### src/rtl/vga_sram_pixel_reader.sv
// Raster-order framebuffer fetch over AXI-Lite reads (one read outstanding),
// buffered through a first-word-fall-through FIFO into a ready/valid pixel stream.
module vga_sram_pixel_reader #(
    parameter int AXI_ADDR_WIDTH = 20,
    parameter int AXI_DATA_WIDTH = 16,
    parameter int H_VISIBLE      = 640,
    parameter int V_VISIBLE      = 480,
    parameter int FIFO_DEPTH     = 16
) (
    input  logic                      clk,
    input  logic                      reset,
    input  logic                      enable,
    output logic [AXI_ADDR_WIDTH-1:0] axi_araddr,
    output logic                      axi_arvalid,
    input  logic                      axi_arready,
    input  logic [AXI_DATA_WIDTH-1:0] axi_rdata,
    input  logic [1:0]                axi_rresp,
    input  logic                      axi_rvalid,
    output logic                      axi_rready,
    output logic [AXI_DATA_WIDTH-1:0] pixel_data,
    output logic                      pixel_sof,
    output logic                      pixel_eol,
    output logic                      pixel_valid,
    input  logic                      pixel_ready,
    output logic                      read_error
);

    localparam int PTR_W   = $clog2(FIFO_DEPTH);
    localparam int CNT_W   = PTR_W + 1;
    localparam int ENTRY_W = AXI_DATA_WIDTH + 2;
    localparam logic [31:0]      H_VIS_W   = 32'(H_VISIBLE);
    localparam logic [9:0]       COL_LAST  = 10'(H_VISIBLE - 1);
    localparam logic [9:0]       ROW_LAST  = 10'(V_VISIBLE - 1);
    localparam logic [CNT_W-1:0] CNT_FULL  = CNT_W'(FIFO_DEPTH);
    localparam logic [CNT_W-1:0] CNT_ALMOST = CNT_W'(FIFO_DEPTH - 1);

    typedef enum logic [1:0] {
        ST_IDLE = 2'd0,
        ST_ADDR = 2'd1,
        ST_DATA = 2'd2
    } state_t;

    state_t                    state_r, state_s;
    logic [9:0]                col_r, row_r, col_s, row_s;
    logic [AXI_ADDR_WIDTH-1:0] araddr_r, addr_next_s;
    logic                      arvalid_r, rready_r, read_error_r;

    logic [ENTRY_W-1:0]        mem_r [FIFO_DEPTH];
    logic [PTR_W-1:0]          wr_ptr_r, rd_ptr_r;
    logic [CNT_W-1:0]          count_r;
    logic                      push_s, pop_s, fifo_valid_s;
    logic                      sof_s, eol_s;
    logic [ENTRY_W-1:0]        head_s;

    assign push_s       = rready_r && axi_rvalid;
    assign fifo_valid_s = (count_r != {CNT_W{1'b0}});
    assign pop_s        = fifo_valid_s && pixel_ready;
    assign sof_s        = (row_r == 10'd0) && (col_r == 10'd0);
    assign eol_s        = (col_r == COL_LAST);
    assign head_s       = mem_r[rd_ptr_r];

    // Next-state, next fetch position and the address to present on entering ADDR
    always_comb begin
        state_s = state_r;
        col_s   = col_r;
        row_s   = row_r;
        case (state_r)
            ST_IDLE: begin
                if (enable && (count_r < CNT_FULL)) begin
                    state_s = ST_ADDR;
                end else begin
                    state_s = ST_IDLE;
                end
            end
            ST_ADDR: begin
                if (axi_arready) begin
                    state_s = ST_DATA;
                end else begin
                    state_s = ST_ADDR;
                end
            end
            ST_DATA: begin
                if (axi_rvalid) begin
                    if (col_r < COL_LAST) begin
                        col_s = col_r + 10'd1;
                    end else begin
                        col_s = 10'd0;
                        if (row_r < ROW_LAST) begin
                            row_s = row_r + 10'd1;
                        end else begin
                            row_s = 10'd0;
                        end
                    end
                    // Pre-cycle count: a pop in this same cycle earns no credit
                    if (enable && (count_r < CNT_ALMOST)) begin
                        state_s = ST_ADDR;
                    end else begin
                        state_s = ST_IDLE;
                    end
                end else begin
                    state_s = ST_DATA;
                end
            end
            default: begin
                state_s = ST_IDLE;
            end
        endcase
        addr_next_s = AXI_ADDR_WIDTH'(32'(row_s) * H_VIS_W + 32'(col_s));
    end

    // FSM state, registered AXI outputs, fetch position and sticky error flag
    always_ff @(posedge clk) begin
        if (!reset) begin
            state_r      <= ST_IDLE;
            arvalid_r    <= 1'b0;
            rready_r     <= 1'b0;
            araddr_r     <= {AXI_ADDR_WIDTH{1'b0}};
            col_r        <= 10'd0;
            row_r        <= 10'd0;
            read_error_r <= 1'b0;
        end else begin
            state_r   <= state_s;
            arvalid_r <= (state_s == ST_ADDR);
            rready_r  <= (state_s == ST_DATA);
            col_r     <= col_s;
            row_r     <= row_s;
            if ((state_s == ST_ADDR) && (state_r != ST_ADDR)) begin
                araddr_r <= addr_next_s;
            end
            if (push_s && (axi_rresp != 2'b00)) begin
                read_error_r <= 1'b1;
            end
        end
    end

    // FIFO pointers and occupancy
    always_ff @(posedge clk) begin
        if (!reset) begin
            wr_ptr_r <= {PTR_W{1'b0}};
            rd_ptr_r <= {PTR_W{1'b0}};
            count_r  <= {CNT_W{1'b0}};
        end else begin
            if (push_s) begin
                wr_ptr_r <= wr_ptr_r + PTR_W'(1);
            end
            if (pop_s) begin
                rd_ptr_r <= rd_ptr_r + PTR_W'(1);
            end
            case ({push_s, pop_s})
                2'b10:   count_r <= count_r + CNT_W'(1);
                2'b01:   count_r <= count_r - CNT_W'(1);
                default: count_r <= count_r;
            endcase
        end
    end

    // FIFO storage; left unreset so it can map onto distributed RAM
    always_ff @(posedge clk) begin
        if (push_s) begin
            mem_r[wr_ptr_r] <= {sof_s, eol_s, axi_rdata};
        end
    end

    assign axi_araddr  = araddr_r;
    assign axi_arvalid = arvalid_r;
    assign axi_rready  = rready_r;
    assign read_error  = read_error_r;
    assign pixel_valid = fifo_valid_s;
    // Head fields are masked while empty so reset and drained states read as zero
    assign pixel_data  = fifo_valid_s ? head_s[AXI_DATA_WIDTH-1:0] : {AXI_DATA_WIDTH{1'b0}};
    assign pixel_eol   = fifo_valid_s && head_s[AXI_DATA_WIDTH];
    assign pixel_sof   = fifo_valid_s && head_s[AXI_DATA_WIDTH+1];

endmodule
### config.mk
export PLATFORM = sky130hd
export DESIGN_NAME = vga_sram_pixel_reader
export DESIGN_NICKNAME = d
export VERILOG_FILES = /design/src/rtl/vga_sram_pixel_reader.sv
export SDC_FILE = /design/constraint.sdc
export NUM_CORES = 1
export LEC_CHECK = 0
export ABC_AREA = 1
export CAP_MARGIN = 5
export CELL_PAD_IN_SITES_DETAIL_PLACEMENT = 1
export CELL_PAD_IN_SITES_GLOBAL_PLACEMENT = 2
export CORE_ASPECT_RATIO = 1.2
export CORE_MARGIN = 5
export CORE_UTILIZATION = 31
export DETAILED_ROUTE_END_ITERATION = 6
export HOLD_SLACK_MARGIN = 0.06
export MAX_ROUTING_LAYER = met4
export PLACE_DENSITY = 0.67
export SETUP_SLACK_MARGIN = 0.3
export SLEW_MARGIN = 20
export SYNTH_ARGS = -nofsm -noshare
export SYNTH_HDL_FRONTEND = slang
export SYNTH_SLANG_ARGS = --single-unit
export TNS_END_PERCENT = 1
### constraint.sdc
create_clock -name clk -period 3.96 [get_ports clk]
set_clock_uncertainty 0.15 [all_clocks]
set_input_delay 0.396 -clock clk [delete_from_list [all_inputs] [get_ports clk]]
set_output_delay 0.396 -clock clk [all_outputs]
set_load 0.05 [all_outputs]
==> impl_metrics.yaml, run 1 <==
outcome:
  outcome: "finished clean"
synthesis:
  synthTopCellsByCount: "288 x edfxtp_1, 232 x nor2_1, 176 x o21ai_0"
  syn_inst: 1321
  synth_adder_area_share: 0.03101
  synth_mux_area_frac: 0
  synthArstFlopShare: 0
  synth_ff_type: "edfxtp_1"
  synth.distinct_cells: 42
  synth_area_um2: 14850
  synth_top_family_by_area: "compound AO/OA/AOI/OAI gates"
  yosys_register_bits: 350
  synth_xor_xnor_area_share: 0.005309
  synthSimpleGateAreaFrac: 0.1265
  synth.avg_cell_area_um2: 11.24
  synth_fp_nets: 1380
  synth_top_area_cell: "edfxtp_1"
  yosysMostFrequentCell: "edfxtp_1"
  ys_seq_area_frac: 0.6660
  synth.top_cell.area_share: 0.5825
  synth_edf_count: 288
  synth_compound_area_frac: 0.1299
  synth_area_leaders: "edfxtp_1 58%, dfxtp_1 8.4%, o21ai_0 5.9%"
  yosys_warnings: 0
placed_design:
  gp_congestion: 0.7570
  dp_hpwl_um: 25840
  placed_cells: 1990
  port_buffers: 65
drt:
  dr_total_vias: 10460
  drc: 0
  ant_nets: 0
  routed_wl_um: 43220
  drt_iter0_drc: 616
  wl_per_cell_um: 20.75
  via_per_inst: 5.024
  dr.pass1.iters: 5
setup_path:
  cp_common_cell: "nand2_1"
  crit_arrival_ps: 3930
  worstSetupStartpointType: "flip-flop"
  crit_family: "simple AND/OR/NAND/NOR gates"
  required_ps: 4270
  end_kind: "flip-flop"
  rr_worst_depth: 25
  max_stage_delay_ps: 560
  r2r_start: "col_r[1]"
  crit_path_max_fanout: 4
  path_depth: 25
  critPathKind: "flip-flop to flip-flop"
  worstSetupStartpoint: "col_r[1]"
  critPathBufInv: 3
  critPathSlowestCell: "fa_1"
floorplanning:
  die_width_um: 209.8
  boundaryPins: 66
  dieArea_um2: 52390
  fp.dieH_um: 249.7
  coreArea_um2: 47240
  start_util: 0.3143
  row_count: 87
clock_network:
  hold_buffers: 0
  max-clock-path-buffers: 3
  cts_buffers: 40
  cts_tree: "done"
  cts.root.buffer_cell: "clkbuf_16"
  clkLatencyLatePin_ps: 560
  cts_sinks: 350
  cts-htree-levels: 2
  clkTransAtPathRegs_ps: 60
sta:
  rsz0062_at_grt: "yes"
  slew_viol_final: 0
  slew_headroom: 0.4502
  tightest_slew_ps: 824.8
  final.min_clock_period_ps: 3619
  finalSetupViolations: 0
  hold_viol: 0
  tns_ps: 0
  finalCritPeriodShare: 0.9139
  fmax_mhz: 276.3
power:
  pwr-share-comb: 0.332
  p_leak_nw: 6.428
  pwr-share-seq: 0.358
  swShare: 0.3548
  powerDensity_nw_per_um2: 639.9
  switchingPower_mw: 4.117
  vdd_drop_max_v: 0.0003648
  clockPowerShare: 0.309
  p_int_mw: 7.486
job:
  max_cap_viol_count: 0
global_routing:
  grt_start_max_net_pins: 145
  grt_usage: 0.1685
  grt-ovfl-total: 0
  grt_pass1_wl_um: 66480
  grt_pass1_vias: 10990
  antenna_found_initial: 1
cells_and_area:
  fin_nets: 1487
  syn2layout_area_growth_pct: 22.12
  drive_gt1_frac: 0.1480
  final_cells: 2083
hold_path:
  holdCritStartpoint: "read_error"
  whs_path_depth: 2
  hold_path_class: "flip-flop to flip-flop"
-- worst paths after layout --
check                           slack, ps              to
worst max-delay path                  340  axi_araddr[16]
worst min-delay path                  300      read_error
worst max register to register        340  axi_araddr[16]
worst min register to register        300      read_error
-- through the flow --
step	cell area [µm²]	setup slack, ps	utilization	total power, mW	hold WS [ps]
2_1_floorplan	14850	484.7	-	6.445	286.2
3_3_place_gp	16650	43.50	0.3523	8.100	289.3
3_5_place_dp	16650	4.306	0.3523	8.150	293.7
4_1_cts	18110	255.9	0.3833	11.78	302.8
5_1_grt	18130	27.33	0.3838	12.17	342.3
6_report	18130	341.0	0.3838	11.60	297.8
-- logic make-up (layout without fill, tap and decap cells) --
kind of cell / count (synthesis) / in the layout
AO/OA/AOI/OAI: 333 / 333
XOR/XNOR: 9 / 9
adder cells (fa/ha/maj): 35 / 35
buffers and inverters: 154 / 292
flip-flops: 350 / 350
other: 0 / 1
AND/OR/NAND/NOR: 440 / 440
-- what timing repair did --
action,CTS,global route
endpoints found under the hold margin,0,0
pin swaps,16,6
setup endpoints to repair,6,23
resized for setup,16,8
buffers inserted,19,0
-- state kept, by name (all words and copies together), names as in the netlist, 2 cells and up, named ones only --
name and cells:
mem_r 288, axi_araddr 20, col_r 10, row_r 10, count_r 5, rd_ptr_r 4, wr_ptr_r 4, state_r 2
-- routing by layer --
metal,part of all wire,vias to the layer above,track usage
met5,0,-,-
met4,0.014,0,0.03245
met3,0.042,58,0.03153
met2,0.51,179,0.2924
met1,0.43,5254,0.2071
li1,-,4973,-
-- power groups by stage --
stage / logic, mW / registers, mW / clock network (mW)
final: 3.86 / 4.16 / 3.59
after global routing: 4.14 / 4.17 / 3.86
after CTS: 3.92 / 4.16 / 3.69
after detailed placement: 3.91 / 4.24 / 0
after global placement: 3.87 / 4.23 / 0
after floorplan: 2.09 / 4.36 / 0
-- cells in the final DEF (no fill, tap or decap), types with 5 or more instances in the layout --
| master | instances |
|---|---|
| ha_1 | 26 |
| edfxtp_1 | 288 |
| a21oi_1 | 58 |
| clkbuf_16 | 40 |
| nor2_1 | 213 |
| o221ai_1 | 52 |
| a211oi_1 | 5 |
| nand4_1 | 11 |
| nand2_1 | 104 |
| buf_4 | 61 |
| o21ai_1 | 13 |
| xor2_1 | 5 |
| ha_2 | 5 |
| inv_1 | 70 |
| dfxtp_1 | 54 |
| nor2_2 | 25 |
| clkinv_2 | 10 |
| inv_2 | 13 |
| dfxtp_2 | 7 |
| nand3b_1 | 5 |
| clkdlybuf4s50_1 | 47 |
| o22ai_1 | 20 |
| nor3_1 | 7 |
| buf_12 | 23 |
| o21ai_0 | 176 |
| clkinv_1 | 10 |
| clkbuf_1 | 8 |
| nand3_1 | 53 |
-- layout make-up --
type,count,area (µm²)
diodes,1,2.502
clock buffers,48,1031
clock inverters,25,230.2
fillers,5131,29110
inverters,88,332.8
multi-input cells,817,4466
flip-flops and latches,350,9902
well taps,623,779.5
repair buffers,131,1389
-- tightest hold or removal path: stages (launching register included) --
cell and delay (ps):
dfxtp_1 310, inv_1 40, a21oi_1 50
(Power assumes the default switching activity.)
==> run 2, diff against run 1 <==
--- a/config.mk
+++ b/config.mk
@@ -6,7 +6,7 @@
 export NUM_CORES = 1
 export LEC_CHECK = 0
 export ABC_AREA = 1
-export CAP_MARGIN = 5
+export CAP_MARGIN = 20
 export CELL_PAD_IN_SITES_DETAIL_PLACEMENT = 1
 export CELL_PAD_IN_SITES_GLOBAL_PLACEMENT = 2
 export CORE_ASPECT_RATIO = 1.2
@@ -21,4 +21,4 @@
 export SYNTH_ARGS = -nofsm -noshare
 export SYNTH_HDL_FRONTEND = slang
 export SYNTH_SLANG_ARGS = --single-unit
-export TNS_END_PERCENT = 1
+export TNS_END_PERCENT = 20
==> impl_metrics.yaml, run 2 (synthesis gave the netlist of run 1 again) <==
outcome:
  outcome: "finished clean"
global_routing:
  grt-ovfl-total: 0
  grt-busiest-layer: "met2"
  antenna_found_initial: 1
  grt_start_max_net_pins: 145
  grt_pass1_vias: 10990
  grt_pass1_wl_um: 66480
  grtUsageMet1: 0.2071
  met3_usage: 0.03153
  grt_util_met2: 0.2924
  grt_usage: 0.1685
power:
  vdd_drop_max_v: 0.0003678
  p_leak_nw: 6.442
  clockPowerShare: 0.309
  power.total_mw: 11.60
  powerDensity_nw_per_um2: 639.9
  p_int_mw: 7.487
  pwr-share-comb: 0.332
  swShare: 0.3546
  switchingPower_mw: 4.114
  pwr-share-seq: 0.359
floorplanning:
  fp.dieH_um: 249.7
  boundaryPins: 66
  coreArea_um2: 47240
  start_util: 0.3143
  dieArea_um2: 52390
  die_width_um: 209.8
  row_count: 87
cells_and_area:
  fin_nets: 1488
  largest_reg_flops: 288
  final_common_cell: "edfxtp_1"
  syn2layout_area_growth_pct: 22.09
  drive_gt1_frac: 0.1459
  fin_area_um2: 18130
  top_register: "mem_r"
  mostFrequentLayoutCells: "288 x edfxtp_1, 213 x nor2_1, 176 x o21ai_0, 104 x nand2_1, 70 x inv_1"
setup_path:
  required_ps: 4270
  crit_family: "simple AND/OR/NAND/NOR gates"
  max_stage_delay_ps: 560
  rr_worst_depth: 26
  worstSetupStartpointType: "flip-flop"
  critPathKind: "flip-flop to flip-flop"
  critPathSlowestCell: "fa_1"
  critPathBufInv: 2
  crit_arrival_ps: 3960
  cp_common_cell: "nand2_1"
  path_depth: 26
  end_kind: "flip-flop"
  crit_path_max_fanout: 4
clock_network:
  clkLatencyLatePin_ps: 560
  clkTransAtPathRegs_ps: 60
  cts_buffers: 40
  max-clock-path-buffers: 3
  cts_sinks: 350
  cts-htree-levels: 2
  cts.root.buffer_cell: "clkbuf_16"
  cts_tree: "done"
drt:
  dr.pass1.iters: 4
  ant_nets: 0
  via_per_inst: 5.020
  dr_total_vias: 10460
  drc: 0
  drt_iter0_drc: 593
  routed_wl_um: 43300
  wl_per_cell_um: 20.78
placed_design:
  port_buffers: 65
  placed_area_um2: 16650
  dp_hpwl_um: 25840
  gp_congestion: 0.7570
sta:
  finalSetupViolations: 0
  final.min_clock_period_ps: 3647
  finalCritPeriodShare: 0.9209
  slew_viol_final: 0
  hold_viol: 0
  hold_ws_ps: 297.8
  fmax_mhz: 274.2
  rsz0062_at_grt: "yes"
  slew_headroom: 0.4438
  tightest_slew_ps: 834.2
  tns_ps: 0
job:
  max_cap_viol_count: 0
hold_path:
  whs_path_depth: 2
  hold_path_class: "flip-flop to flip-flop"
==> run 2: what timing repair did <==
item	4_1_cts	5_1_grt
endpoints found under the hold margin	0	0
hold buffers	0	0
gates resized for setup	16	4
endpoints found under the setup margin	6	23
buffers inserted	19	1
pin swaps	16	3
cloned	0	0
==> run 2: worst paths after layout <==
kind                                  from  slack [ps]             end
worst min register to register  read_error         300      read_error
worst max register to register    col_r[1]         310  axi_araddr[18]
worst min-delay path            read_error         300      read_error
worst max-delay path              col_r[1]         310  axi_araddr[18]
==> run 2: power groups by stage <==
stage | Combinational (mW) | Clock [mW] | Sequential, mW
floorplan | 2.09 | 0 | 4.36
global placement | 3.87 | 0 | 4.23
detailed placement | 3.91 | 0 | 4.24
CTS | 3.92 | 3.69 | 4.16
global route | 4.14 | 3.86 | 4.17
finish | 3.85 | 3.59 | 4.16
==> run 2: area by class of cell <==
type / count / area (µm²)
fillers: 5135 / 29120
multi-input cells: 817 / 4453
clock inverters: 25 / 230.2
inverters: 88 / 332.8
flip-flops and latches: 350 / 9902
diodes: 1 / 2.502
clock buffers: 48 / 1031
repair buffers: 132 / 1396
well taps: 623 / 779.5
==> run 2: per-stage QoR <==
stage | worst slack, ps | cells | utilization
global route | 12.24 | 2084 | 0.3837
CTS | 255.9 | 2082 | 0.3833
floorplan | 484.7 | 1321 | -
finish | 313.1 | 2084 | 0.3837
global placement | 43.50 | 1990 | 0.3523
detailed placement | 4.306 | 1990 | 0.3523
==> run 2: tightest hold or removal path, stage by stage (launching register included) <==
cell,delay [ps]
dfxtp_1,310
inv_1,40
a21oi_1,50
==> run 2: metal layers <==
| metal | part of all wire | wire length (µm) | up-vias |
|---|---|---|---|
| li1 | - | - | 4978 |
| met3 | 0.043 | 1860 | 55 |
| met1 | 0.43 | 18670 | 5241 |
| met5 | 0 | 0 | - |
| met4 | 0.014 | 605 | 0 |
| met2 | 0.51 | 22170 | 187 |
==> run 3, diff against run 2 <==
--- a/config.mk
+++ b/config.mk
@@ -15,9 +15,8 @@
 export DETAILED_ROUTE_END_ITERATION = 6
 export HOLD_SLACK_MARGIN = 0.06
 export MAX_ROUTING_LAYER = met4
-export PLACE_DENSITY = 0.67
+export PLACE_DENSITY_LB_ADDON = 0.1
 export SETUP_SLACK_MARGIN = 0.3
-export SLEW_MARGIN = 20
 export SYNTH_ARGS = -nofsm -noshare
 export SYNTH_HDL_FRONTEND = slang
 export SYNTH_SLANG_ARGS = --single-unit
==> constraint.sdc (replaced) <==
create_clock -name clk -period 4.54 [get_ports clk]
set_clock_uncertainty 0.15 [all_clocks]
set_input_delay 0.454 -clock clk [delete_from_list [all_inputs] [get_ports clk]]
set_output_delay 0.454 -clock clk [all_outputs]
set_load 0.05 [all_outputs]
==> impl_metrics.yaml, run 3 (synthesis gave the netlist of run 1 again) <==
setup_path:
  worstSetupStartpointType: "flip-flop"
  cp_common_cell: "nand2_1"
  crit_arrival_ps: 4140
  max_stage_delay_ps: 520
  crit_path_max_fanout: 5
  end_kind: "flip-flop"
  rrSetupSlack_ps: 690
  critPathSlowestCell: "fa_1"
  critPathBufInv: 3
  crit_family: "simple AND/OR/NAND/NOR gates"
  required_ps: 4830
  critPathKind: "flip-flop to flip-flop"
sta:
  finalCritPeriodShare: 0.8472
  final.min_clock_period_ps: 3846
  finalSetupViolations: 0
  slew_viol_final: 0
  tightest_slew_ps: 928.1
  tns_ps: 0
  hold_viol: 0
  slew_headroom: 0.3813
  rsz0062_at_grt: "no"
  fmax_mhz: 260.0
power:
  power.total_mw: 9.583
  vdd_drop_max_v: 0.0002532
  powerDensity_nw_per_um2: 546.5
  p_leak_nw: 6.175
job:
  max_cap_viol_count: 0
drt:
  dr_total_vias: 10280
  wl_per_cell_um: 21.43
  routed_wl_um: 43880
  drt_iter0_drc: 417
  dr.pass1.iters: 4
  drc: 0
  ant_nets: 0
  via_per_inst: 5.017
cells_and_area:
  syn2layout_area_growth_pct: 18.10
  final_cells: 2048
  largest_reg_flops: 288
  fin_nets: 1455
  antennaDiodeCount: 0
  final_common_cell: "edfxtp_1"
  drive_gt1_frac: 0.1095
  fillCellCount: 5130
  mostFrequentLayoutCells: "288 x edfxtp_1, 216 x nor2_1, 176 x o21ai_0, 105 x nand2_1, 70 x inv_1"
  top_register: "mem_r"
global_routing:
  grt_pass1_wl_um: 66520
  grt-ovfl-total: 0
  grt_pass1_vias: 10770
  grt_start_max_net_pins: 117
  antenna_found_initial: 0
  grt_usage: 0.1697
clock_network:
  max-clock-path-buffers: 3
  cts-htree-levels: 2
  cts_buffers: 40
  cts.root.buffer_cell: "clkbuf_16"
  clkTransAtPathRegs_ps: 60
  cts_sinks: 350
  cts_tree: "done"
  clkLatencyLatePin_ps: 550
floorplanning:
  row_count: 87
  coreArea_um2: 47240
  boundaryPins: 66
  fp.dieH_um: 249.7
  die_width_um: 209.8
  start_util: 0.3143
  dieArea_um2: 52390
outcome:
  outcome: "finished clean"
placed_design:
  port_buffers: 65
  placed_cells: 1976
  gp_congestion: 0.7279
  dp_hpwl_um: 26240
hold_path:
  hold_path_class: "flip-flop to flip-flop"
-- run 3: cell count changes in the layout (fill, tap and decap cells not counted), sizes merged --
| cell | previous run | this run |
|---|---|---|
| clkbuf | 48 | 55 |
| inv | 88 | 83 |
| bufinv | 3 | 1 |
| clkinv | 21 | 18 |
| buf | 85 | 52 |
| clkinvlp | 1 | 2 |
| diode | 1 | 0 |
-- run 3: through the flow --
stage,util,cell area [µm²],hold WS [ps],setup slack (ps)
after floorplan,-,14850,286.2,1065
after global placement,0.3446,16280,290.5,283.0
after detailed placement,0.3446,16280,305.3,228.1
after CTS,0.3706,17510,313.6,459.5
after global routing,0.3712,17540,333.2,313.5
final,0.3712,17540,305.4,693.5
-- run 3: what timing repair did --
action                                  CTS  global route
gates resized for setup                   0             4
hold buffers                              0             0
endpoints found under the setup margin    0             4
endpoints found under the hold margin     0             0
setup buffers                             0             0
-- run 3: per-layer routing --
layer / GRT usage / wire (µm)
met2: 0.3003 / 23040
met5: - / 0
met1: 0.2049 / 18850
met3: 0.02487 / 1228
met4: 0.03954 / 771
-- run 3: final timing paths --
check	startpoint	to	depth (start not counted)
setup / recovery	row_r[1]	axi_araddr[18]	26
hold / removal	read_error	read_error	2
setup reg to reg	row_r[1]	axi_araddr[18]	26
hold reg to reg	read_error	read_error	2
-- run 3: final cells by class --
cell class / instances / area, µm² / area share
Multi-Input combinational cell: 817 / 4412 / 0.2516
Clock inverter: 16 / 108.9 / 0.006208
Sequential cell: 350 / 9896 / 0.5643
Clock buffer: 55 / 1120 / 0.06386
Inverter: 88 / 334.1 / 0.01905
Timing Repair Buffer: 99 / 885.9 / 0.05052
Tap cell: 623 / 779.5 / 0.04445
-- run 3: power by group --
group          internal (mW)  switching, mW
registers               3.56         0.0734
clock network           1.78           1.28
logic                  0.801           2.10
-- run 3: worst min-delay path, delay by kind of cell, from the launching register on --
kind            cells  cell delay [ps]
compound gates      1               50
buf+inv             1               50
flops               1              310
